[src/rtl/fifo_demux_rx.sv]
// Packet-aware receive demux: pulls words from one upstream FIFO and routes each
// header plus its payload into one of NCH FWFT channel FIFOs, dropping bad channels.
module fifo_demux_rx #(
  parameter int unsigned NCH      = 4,
  parameter int unsigned DWIDTH   = 8,
  parameter int unsigned AWIDTH   = 3,
  parameter int unsigned SELSHIFT = 6,
  parameter int unsigned SELWIDTH = 2,
  parameter int unsigned CNTSHIFT = 3,
  parameter int unsigned CNTWIDTH = 3
) (
  input  logic                  CLK,
  input  logic                  RESETn,
  output logic                  fifo_rden,
  input  logic                  fifo_rdempty,
  input  logic [DWIDTH-1:0]     fifo_rddata,
  input  logic [NCH-1:0]        ch_rden,
  output logic [NCH-1:0]        ch_rdempty,
  output logic [NCH*DWIDTH-1:0] ch_rddata,
  input  logic                  drop_clr,
  output logic [15:0]           drop_count,
  output logic                  busy
);

  localparam int unsigned DEPTH  = 1 << AWIDTH;
  localparam int unsigned LWIDTH = AWIDTH + 1;
  localparam int unsigned RWIDTH = (1 << CNTWIDTH) - 1;

  typedef enum logic [1:0] {S_HDR, S_PAYLOAD, S_DROP} state_t;

  state_t               state_q, state_d;
  logic [RWIDTH-1:0]    rem_q, rem_d;
  logic [SELWIDTH-1:0]  target_q, target_d;
  logic                 busy_q;
  logic [15:0]          drop_count_q;

  logic [DWIDTH-1:0]    skid0_q, skid1_q;
  logic [1:0]           skid_cnt_q;
  logic                 pend_q;
  logic                 en_q;
  logic [2:0]           occ_c;

  logic                 dispatch_c;
  logic                 wr_en_c;
  logic [SELWIDTH-1:0]  wr_sel_c;
  logic                 drop_inc_c;
  logic                 hdr_full_c;
  logic                 tgt_full_c;
  logic [NCH-1:0]       ch_full_c;

  logic [SELWIDTH-1:0]  hdr_chan_c;
  logic [CNTWIDTH-1:0]  hdr_code_c;
  logic [RWIDTH-1:0]    hdr_len_c;
  logic                 hdr_bad_c;
  logic                 head_valid_c;

  // Upstream pop: keep skid occupancy plus in-flight read below two entries
  assign occ_c     = 3'(skid_cnt_q) + 3'(pend_q) - 3'(dispatch_c);
  assign fifo_rden = en_q && !fifo_rdempty && (occ_c < 3'd2);

  always_ff @(posedge CLK or negedge RESETn) begin
    if (!RESETn) begin
      en_q       <= 1'b0;
      pend_q     <= 1'b0;
      skid_cnt_q <= 2'd0;
      skid0_q    <= '0;
      skid1_q    <= '0;
    end else begin
      en_q       <= 1'b1;
      pend_q     <= fifo_rden;
      skid_cnt_q <= 2'(occ_c);
      if (dispatch_c) skid0_q <= skid1_q;
      // Arriving word lands behind whatever survives this cycle's dispatch
      if (pend_q) begin
        if ((skid_cnt_q - 2'(dispatch_c)) == 2'd0) skid0_q <= fifo_rddata;
        else                                       skid1_q <= fifo_rddata;
      end
    end
  end

  assign head_valid_c = (skid_cnt_q != 2'd0);
  assign hdr_chan_c   = skid0_q[SELSHIFT +: SELWIDTH];
  assign hdr_code_c   = skid0_q[CNTSHIFT +: CNTWIDTH];
  assign hdr_len_c    = (hdr_code_c == '0) ? '0
                                           : (RWIDTH'(1) << (hdr_code_c - CNTWIDTH'(1)));
  assign hdr_bad_c    = (32'(hdr_chan_c) >= NCH);

  always_comb begin
    hdr_full_c = 1'b0;
    tgt_full_c = 1'b0;
    for (int i = 0; i < NCH; i++) begin
      if (hdr_chan_c == SELWIDTH'(i)) hdr_full_c = ch_full_c[i];
      if (target_q == SELWIDTH'(i))   tgt_full_c = ch_full_c[i];
    end
  end

  // Parser next-state and dispatch decisions
  always_comb begin
    state_d    = state_q;
    rem_d      = rem_q;
    target_d   = target_q;
    dispatch_c = 1'b0;
    wr_en_c    = 1'b0;
    wr_sel_c   = target_q;
    drop_inc_c = 1'b0;
    case (state_q)
      S_HDR: begin
        if (head_valid_c) begin
          if (hdr_bad_c) begin
            dispatch_c = 1'b1;
            drop_inc_c = 1'b1;
            rem_d      = hdr_len_c;
            if (hdr_len_c != '0) state_d = S_DROP;
          end else if (!hdr_full_c) begin
            dispatch_c = 1'b1;
            wr_en_c    = 1'b1;
            wr_sel_c   = hdr_chan_c;
            target_d   = hdr_chan_c;
            rem_d      = hdr_len_c;
            if (hdr_len_c != '0) state_d = S_PAYLOAD;
          end
        end
      end
      S_PAYLOAD: begin
        if (head_valid_c && !tgt_full_c) begin
          dispatch_c = 1'b1;
          wr_en_c    = 1'b1;
          rem_d      = rem_q - RWIDTH'(1);
          if (rem_q == RWIDTH'(1)) state_d = S_HDR;
        end
      end
      S_DROP: begin
        if (head_valid_c) begin
          dispatch_c = 1'b1;
          rem_d      = rem_q - RWIDTH'(1);
          if (rem_q == RWIDTH'(1)) state_d = S_HDR;
        end
      end
      default: state_d = S_HDR;
    endcase
  end

  always_ff @(posedge CLK or negedge RESETn) begin
    if (!RESETn) begin
      state_q      <= S_HDR;
      rem_q        <= '0;
      target_q     <= '0;
      busy_q       <= 1'b0;
      drop_count_q <= 16'd0;
    end else begin
      state_q  <= state_d;
      rem_q    <= rem_d;
      target_q <= target_d;
      busy_q   <= (state_d != S_HDR);
      // Clear wins over a coincident drop
      if (drop_clr)                                     drop_count_q <= 16'd0;
      else if (drop_inc_c && drop_count_q != 16'hFFFF) drop_count_q <= drop_count_q + 16'd1;
    end
  end

  assign busy       = busy_q;
  assign drop_count = drop_count_q;

  // Per-channel FWFT FIFO with a registered head word
  for (genvar g = 0; g < NCH; g++) begin : g_ch
    logic [DWIDTH-1:0] mem_q [DEPTH];
    logic [AWIDTH-1:0] wr_ptr_q, rd_ptr_q;
    logic [LWIDTH-1:0] level_q, level_d;
    logic [DWIDTH-1:0] head_q;
    logic              empty_q;
    logic              push_c, pop_c;

    assign ch_full_c[g] = (level_q == LWIDTH'(DEPTH));
    assign push_c       = wr_en_c && (wr_sel_c == SELWIDTH'(g)) && !ch_full_c[g];
    assign pop_c        = ch_rden[g] && !empty_q;
    assign level_d      = level_q + LWIDTH'(push_c) - LWIDTH'(pop_c);

    always_ff @(posedge CLK or negedge RESETn) begin
      if (!RESETn) begin
        wr_ptr_q <= '0;
        rd_ptr_q <= '0;
        level_q  <= '0;
        empty_q  <= 1'b1;
      end else begin
        level_q <= level_d;
        empty_q <= (level_d == '0);
        if (push_c) wr_ptr_q <= wr_ptr_q + AWIDTH'(1);
        if (pop_c)  rd_ptr_q <= rd_ptr_q + AWIDTH'(1);
      end
    end

    // Head follows the next stored word, or the incoming word when nothing else is queued
    always_ff @(posedge CLK) begin
      if (push_c) mem_q[wr_ptr_q] <= skid0_q;
      if (pop_c && level_q > LWIDTH'(1))
        head_q <= mem_q[rd_ptr_q + AWIDTH'(1)];
      else if (push_c && (level_q == '0 || (level_q == LWIDTH'(1) && pop_c)))
        head_q <= skid0_q;
    end

    assign ch_rdempty[g]                 = empty_q;
    assign ch_rddata[g*DWIDTH +: DWIDTH] = head_q;
  end

endmodule
[config.mk]
export PLATFORM = sky130hd
export DESIGN_NAME = fifo_demux_rx
export DESIGN_NICKNAME = d
export VERILOG_FILES = /design/src/rtl/fifo_demux_rx.sv
export SDC_FILE = /design/constraint.sdc
export NUM_CORES = 1
export LEC_CHECK = 0
export BUFFER_PORTS_ARGS = -buffer_cell sky130_fd_sc_hd__buf_2
export CAP_MARGIN = 40
export CORE_MARGIN = 2
export CORE_UTILIZATION = 66
export CTS_CLUSTER_DIAMETER = 30
export CTS_CLUSTER_SIZE = 8
export DETAILED_ROUTE_END_ITERATION = 8
export GPL_ROUTABILITY_DRIVEN = 1
export HOLD_SLACK_MARGIN = 0.02
export PLACE_DENSITY = 0.85
export SLEW_MARGIN = 40
export SYNTH_ARGS = -nofsm -noshare
export SYNTH_HDL_FRONTEND = slang
export SYNTH_SLANG_ARGS = --single-unit
[constraint.sdc]
create_clock -name CLK -period 6.1 [get_ports CLK]
set_input_delay 0.305 -clock CLK [delete_from_list [all_inputs] [get_ports CLK]]
set_output_delay 0.305 -clock CLK [all_outputs]
set_load 0.1 [all_outputs]
Word level (Yosys, flattened, before mapping)
Memories as Yosys holds them, arrays and structs flattened.
Cells that the tools add are included.
- input bits: 16
- memory bits (read-only): 0
- bits in latches: 0
- memories: 4
- output and inout port bits: 54
- logic and storage cells: 201
- memory bits (writable): 256
- register bits: 124
- memory list (memory ; words ; bits a word ; rd ports ; clocked after Yosys merged registers in ; wr ports ; line ; source):
    g_ch[0].mem_q ; 8 ; 8 ; 1 ; 0 ; 1 ; 166 ; logic [DWIDTH-1:0] mem_q [DEPTH];
    g_ch[1].mem_q ; 8 ; 8 ; 1 ; 0 ; 1 ; 166 ;
    g_ch[2].mem_q ; 8 ; 8 ; 1 ; 0 ; 1 ; 166 ;
    g_ch[3].mem_q ; 8 ; 8 ; 1 ; 0 ; 1 ; 166 ;
- eq/ne operators: 24
- multipliers: 0
- reductions and logical operators: 65
- div/mod/pow operators: 0
- shift-type cells: 1
- $add $sub $neg: 21
- $lt $le $gt $ge: 5
- bitwise operators: 1
- muxes and demuxes: 50
- operator list (kind ; number):
    8-bit 2-to-1 mux ; 11
    7-bit 2-to-1 mux ; 5
    4-bit zero test ; 8
    1-bit logical AND ; 27
    3-bit by 1-bit adder with 3-bit output (second input constant) ; 8
    7-bit case mux with 3 select lines ; 1
    1-bit 2-to-1 mux ; 20
    2-bit 2-to-1 mux ; 9
    4-bit by 1-bit adder with 4-bit output ; 4
    4-bit by 1-bit == test with 1-bit output (second input constant) ; 4
    4-bit == test (second input constant) ; 4
    4-bit by 1-bit > comparator with 1-bit output (second input constant) ; 4
    16-bit 2-to-1 mux ; 1
    4-bit by 1-bit subtractor with 4-bit output ; 4
    2-bit == test (second input constant) ; 7
    2-bit nonzero test ; 6
    1-bit zero test ; 10
    2-bit zero test ; 5
    2-bit by 1-bit == test with 1-bit output (second input constant) ; 4
    2-bit != test (second input constant) ; 4
    7-bit by 1-bit == test with 1-bit output (second input constant) ; 1
    7-bit nonzero test ; 1
    1-bit by 3-bit left shift with 7-bit output (first input constant) ; 1
    7-bit by 1-bit subtractor with 7-bit output (second input constant) ; 1
    14 further kinds ; 17

Longest topological paths before layout
- word-level depth: 14
- gate-level depth with buffers: 16
- gate-level depth less buffers: 15

Worst setup path before layout
Ideal clock, no wire load.
- path type: reg2reg
- start point: register skid0_q[7]
- end point: register pend_q
- arrival time: 5814 ps
- cell stages (with the launch flop): 11
- buffers on the path: 1
- data required time: 5654 ps
- setup time: 446 ps
- setup slack: -160 ps
- clock period less this slack: 6260 ps
- cell sequence: dfrtp_1 buf_4 inv_1 a211oi_2 o211ai_4 a31oi_4 ha_1 inv_1 ha_1 fa_1 nor4b_1
- cells in the longest elaborated chain, start to end: 11
- elaborated cells between the ends (all ways): 14
- those cells by class: 1 x add/sub; 1 x order compare; 3 x eq/ne; 7 x mux; 2 x reduce/logical
- ends and longest elaborated chain (what ; line ; source):
    start: declaration ; 37 ; logic [DWIDTH-1:0] skid0_q, skid1_q;
    start signal: assignment ; 72 ; if (dispatch_c) skid0_q <= skid1_q;
    start signal: assignment ; 75 ; if ((skid_cnt_q - 2'(dispatch_c)) == 2'd0) skid0_q <= fifo_rddata;
    2-bit zero test ; 92 ; if (hdr_chan_c == SELWIDTH'(i)) hdr_full_c = ch_full_c[i];
    1-bit 2-to-1 mux (3 in a row) ; 92 ;
    1-bit 2-to-1 mux (*) ; 92 ;
    1-bit 2-to-1 mux (*) ; 114 ; end else if (!hdr_full_c) begin
    1-bit 2-to-1 mux (*) ; 108 ; if (head_valid_c) begin
    1-bit case mux with 3 select lines (*) ; 106 ; case (state_q)
    3-bit by 1-bit subtractor with 3-bit output (*) ; 58 ; assign occ_c = 3'(skid_cnt_q) + 3'(pend_q) - 3'(dispatch_c);
    net occ_c[1] ; 41 ; logic [2:0] occ_c;
    3-bit by 2-bit less-than comparator with 1-bit output (*) ; 59 ; assign fifo_rden = en_q && !fifo_rdempty && (occ_c < 3'd2);
    1-bit logical AND (*) ; 59 ;
    net fifo_rden ; 14 ; output logic fifo_rden,
    end signal: assignment ; 70 ; pend_q <= fifo_rden;
    end: declaration ; 39 ; logic pend_q;
Mark *: on every way through the listed nets, which the timed path passes. The rest lies on a longest branch.
A chain may end at the register's enable or synchronous reset.

Worst setup path after layout
- start point: register skid0_q[6]
- end point: output port fifo_rden
- cells in the longest elaborated chain, start to end: 11
- elaborated cells between the ends (all ways): 14
- those cells by class: 1 x add/sub; 1 x order compare; 3 x eq/ne; 7 x mux; 2 x reduce/logical
- ends and longest elaborated chain (what ; line):
    2-bit zero test ; 92
    1-bit 2-to-1 mux (3 in a row) ; 92
    1-bit 2-to-1 mux (*) ; 92
    1-bit 2-to-1 mux (*) ; 114
    1-bit 2-to-1 mux (*) ; 108
    1-bit case mux with 3 select lines (*) ; 106
    3-bit by 1-bit subtractor with 3-bit output (*) ; 58
    3-bit by 2-bit less-than comparator with 1-bit output (*) ; 59
    1-bit logical AND (*) ; 59
    end: declaration ; 14
Every way passes the cells marked *; elsewhere a longest branch is shown, timed or not.

==> results.toml <==
[synth]
synth_cell_type_count = 66
syn_inst = 921
synth_top_flop_cell = "edfxtp_1"
synth_top_cell_by_area = "edfxtp_1"
synth-edff-count = 288
avgSynthCellArea_sq_um = 16.9
yosysMostFrequentCell = "edfxtp_1"
yosysTopAreaCellShare = 0.554
yosysSeqAreaShare = 0.676
async_reset_ff_frac = 0.209
synth-seq-cells = 364
syn_area_sq_um = 15600
synthTopCellsByCount = "edfxtp_1 (288), dfrtp_1 (72), mux4_2 (64), nand2_1 (56), inv_1 (43)"
yosysWarningCount = 0
synthTopCellsByArea = "edfxtp_1 (55%), dfrtp_1 (12%), mux4_2 (9.2%)"

[final_layout]
area_growth_pct = 17.3
nNetsFinal = 1084
fin_util = 0.784
nFillCells = 1220
diodes = 0
drive_gt1_frac = 0.285
stdcell_area_sq_um = 18300

[sta]
setup_tns_ns = 0
fmax_mhz = 217
hold_ws_ns = 0.243
fin_skew_ns = 0.0287
worst_slew_pin_slew_ns = 0.807
finalCriticalPeriod_ns = 4.60
fin_crit_sh = 0.755
setup_viol = 0
hold_viol = 0
grt_setup_unrepaired = "no"
slew_violations = 0
slew_headroom = 0.462

[floorplanning]
die_w_um = 158
initial_core_util = 0.669
core_area_sq_um = 23300
rows = 56
boundaryPins = 70
die-area_sq_um = 24900
die_y_um = 158

[setup_path]
cp_max_fo = 25
critPathKind = "reg -> out"
worst_setup_path_end_kind = "output port"
crit_family = "buffers and inverters"
worst_setup_path_start_kind = "flop"
crit_chain = "buf_4, a211oi_2, o211ai_4, a31oi_4, ha_1, inv_1, ha_1, fa_1, xnor2_1, nor4b_2, buf_2"
cp.arrival_ns = 4.30
max_stage_delay_ns = 0.65
crit_required_ns = 5.79
reg2reg_slack_ns = 1.99
crit_top_cell = "ha_1"
crit_buf_inv = 3
critPathSlowestCell = "dfrtp_2"

[global_routing]
grt_max_degree = 77
grt_pass1_vias = 9178
antenna_found_initial = 0
track_usage = 0.281
grt_overflow = 0
grt_pass1_wl_mm = 51.8

[clocking]
postCtsSetupBuffers = 0
clockBufferDepth = 3
cts-root-buf = "clkbuf_16"
cts_resized = 0
clkLatencyLatePin_ns = 0.58
htreeDepth = 2
numCtsBuffers = 60
cts_tree = "built"
clkTransAtPathRegs_ns = 0.05
clock-sinks = 364

[place]
io_buffers = 52
place_area_sq_um = 16300
gp_congestion = 0.832
hpwl_mm = 17.9

[drt]
drc = 0
totalWireLength_mm = 33.5
drt-initial-drc-count = 820
ant_nets = 0
viasPerCell = 6.24
wl_per_cell_um = 24.1
drt_pass1_iterations = 5
vias = 8691

[outcome]
status = "finished, final reports clean"

[hold_path]
min_path_type = "in -> reg"

[job]
cap_violations = 0
-- flip-flops by register name, summed over array words and instances, names as in the netlist, 2 cells and up --
| name | flops |
|---|---|
| g_ch.empty_q | 4 |
| g_ch.head_q | 32 |
| skid_cnt_q | 2 |
| g_ch.rd_ptr_q | 12 |
| g_ch.wr_ptr_q | 12 |
| state_q | 2 |
| target_q | 2 |
| skid1_q | 8 |
| g_ch.level_q | 16 |
| skid0_q | 8 |
| g_ch.mem_q | 256 |
| rem_q | 7 |
-- worst reg2reg max path, delay by kind of cell, from the launching register on --
| kind | cells | cell delay, ns |
|---|---|---|
| AOI/OAI and AO/OA | 2 | 0.55 |
| adders and majority gates | 3 | 1.00 |
| buffers and inverters | 3 | 0.51 |
| DFF | 1 | 0.65 |
| muxes | 1 | 0.35 |
| and+or+nand+nor | 2 | 0.93 |
-- per-layer routing --
metal  wire, um  GRT usage  vias to the layer above
met5          0          0                        -
met4        991      0.117                        0
met2      17500      0.477                      461
li1           -          -                     3715
met1      12800      0.366                     4427
met3       2280     0.0460                       88
-- placed cells by master, fill, tap and decap left out, types with 17 or more instances in the layout --
master / Yosys / final
conb_1: 2 / 17
ha_1: 41 / 41
nor2_1: 30 / 24
clkbuf_1: 16 / 27
dfrtp_1: 72 / 69
buf_2: 9 / 52
edfxtp_1: 288 / 288
mux2i_1: 35 / 35
o21ai_0: 41 / 41
nand2_1: 56 / 56
mux4_2: 64 / 64
clkbuf_16: 0 / 61
inv_1: 43 / 43
buf_4: 21 / 19
mux2_2: 32 / 32
-- layout make-up --
type / instances / area, sq um / share of cell area
flip-flops and latches: 364 / 10600 / 0.577
clock inverters: 17 / 146 / 0.00800
inverters: 45 / 169 / 0.00923
well taps: 319 / 399 / 0.0218
repair buffers: 82 / 514 / 0.0281
multi-input cells: 469 / 4760 / 0.260
clock buffers: 97 / 1750 / 0.0957
-- path summary, 6_finish.rpt --
| path | start | endpoint | depth (start not counted) |
|---|---|---|---|
| worst max-delay path | skid0_q[6] | fifo_rden | 11 |
| worst min-delay path | ch_rden[3] | g_ch[3].rd_ptr_q[0] | 3 |
| worst max register to register | skid0_q[6] | g_ch[1].empty_q | 11 |
| worst min register to register | g_ch[0].wr_ptr_q[2] | g_ch[0].wr_ptr_q[2] | 1 |
| max in group asynchronous | RESETn | skid0_q[6] | 2 |
| min in group asynchronous | RESETn | g_ch[1].rd_ptr_q[1] | 2 |
-- what timing repair did --
item | in CTS | in global routing
setup endpoints to repair | 0 | 0
hold endpoints to repair | 89 | 0
hold buffers | 10 | 0
-- cell families after synthesis --
logic type	count (synthesis)	share of synthesized area
compound gates	90	0.0408
xor+xnor	29	0.0163
other cells	2	0.000481
mux	133	0.140
flops	364	0.676
fa+ha+maj	46	0.0393
simple gates	154	0.0559
buf+inv	103	0.0310
-- stage by stage --
stage | instances | setup slack [ns]
6_report | 1393 | 1.50
4_1_cts | 1392 | 1.25
2_1_floorplan | 936 | 1.40
5_1_grt | 1393 | 1.27
3_5_place_dp | 1268 | 1.83
3_3_place_gp | 1268 | 2.00
Power is not shown: default switching activity piles up to over one toggle a cycle in this logic, so the estimate is an artifact.
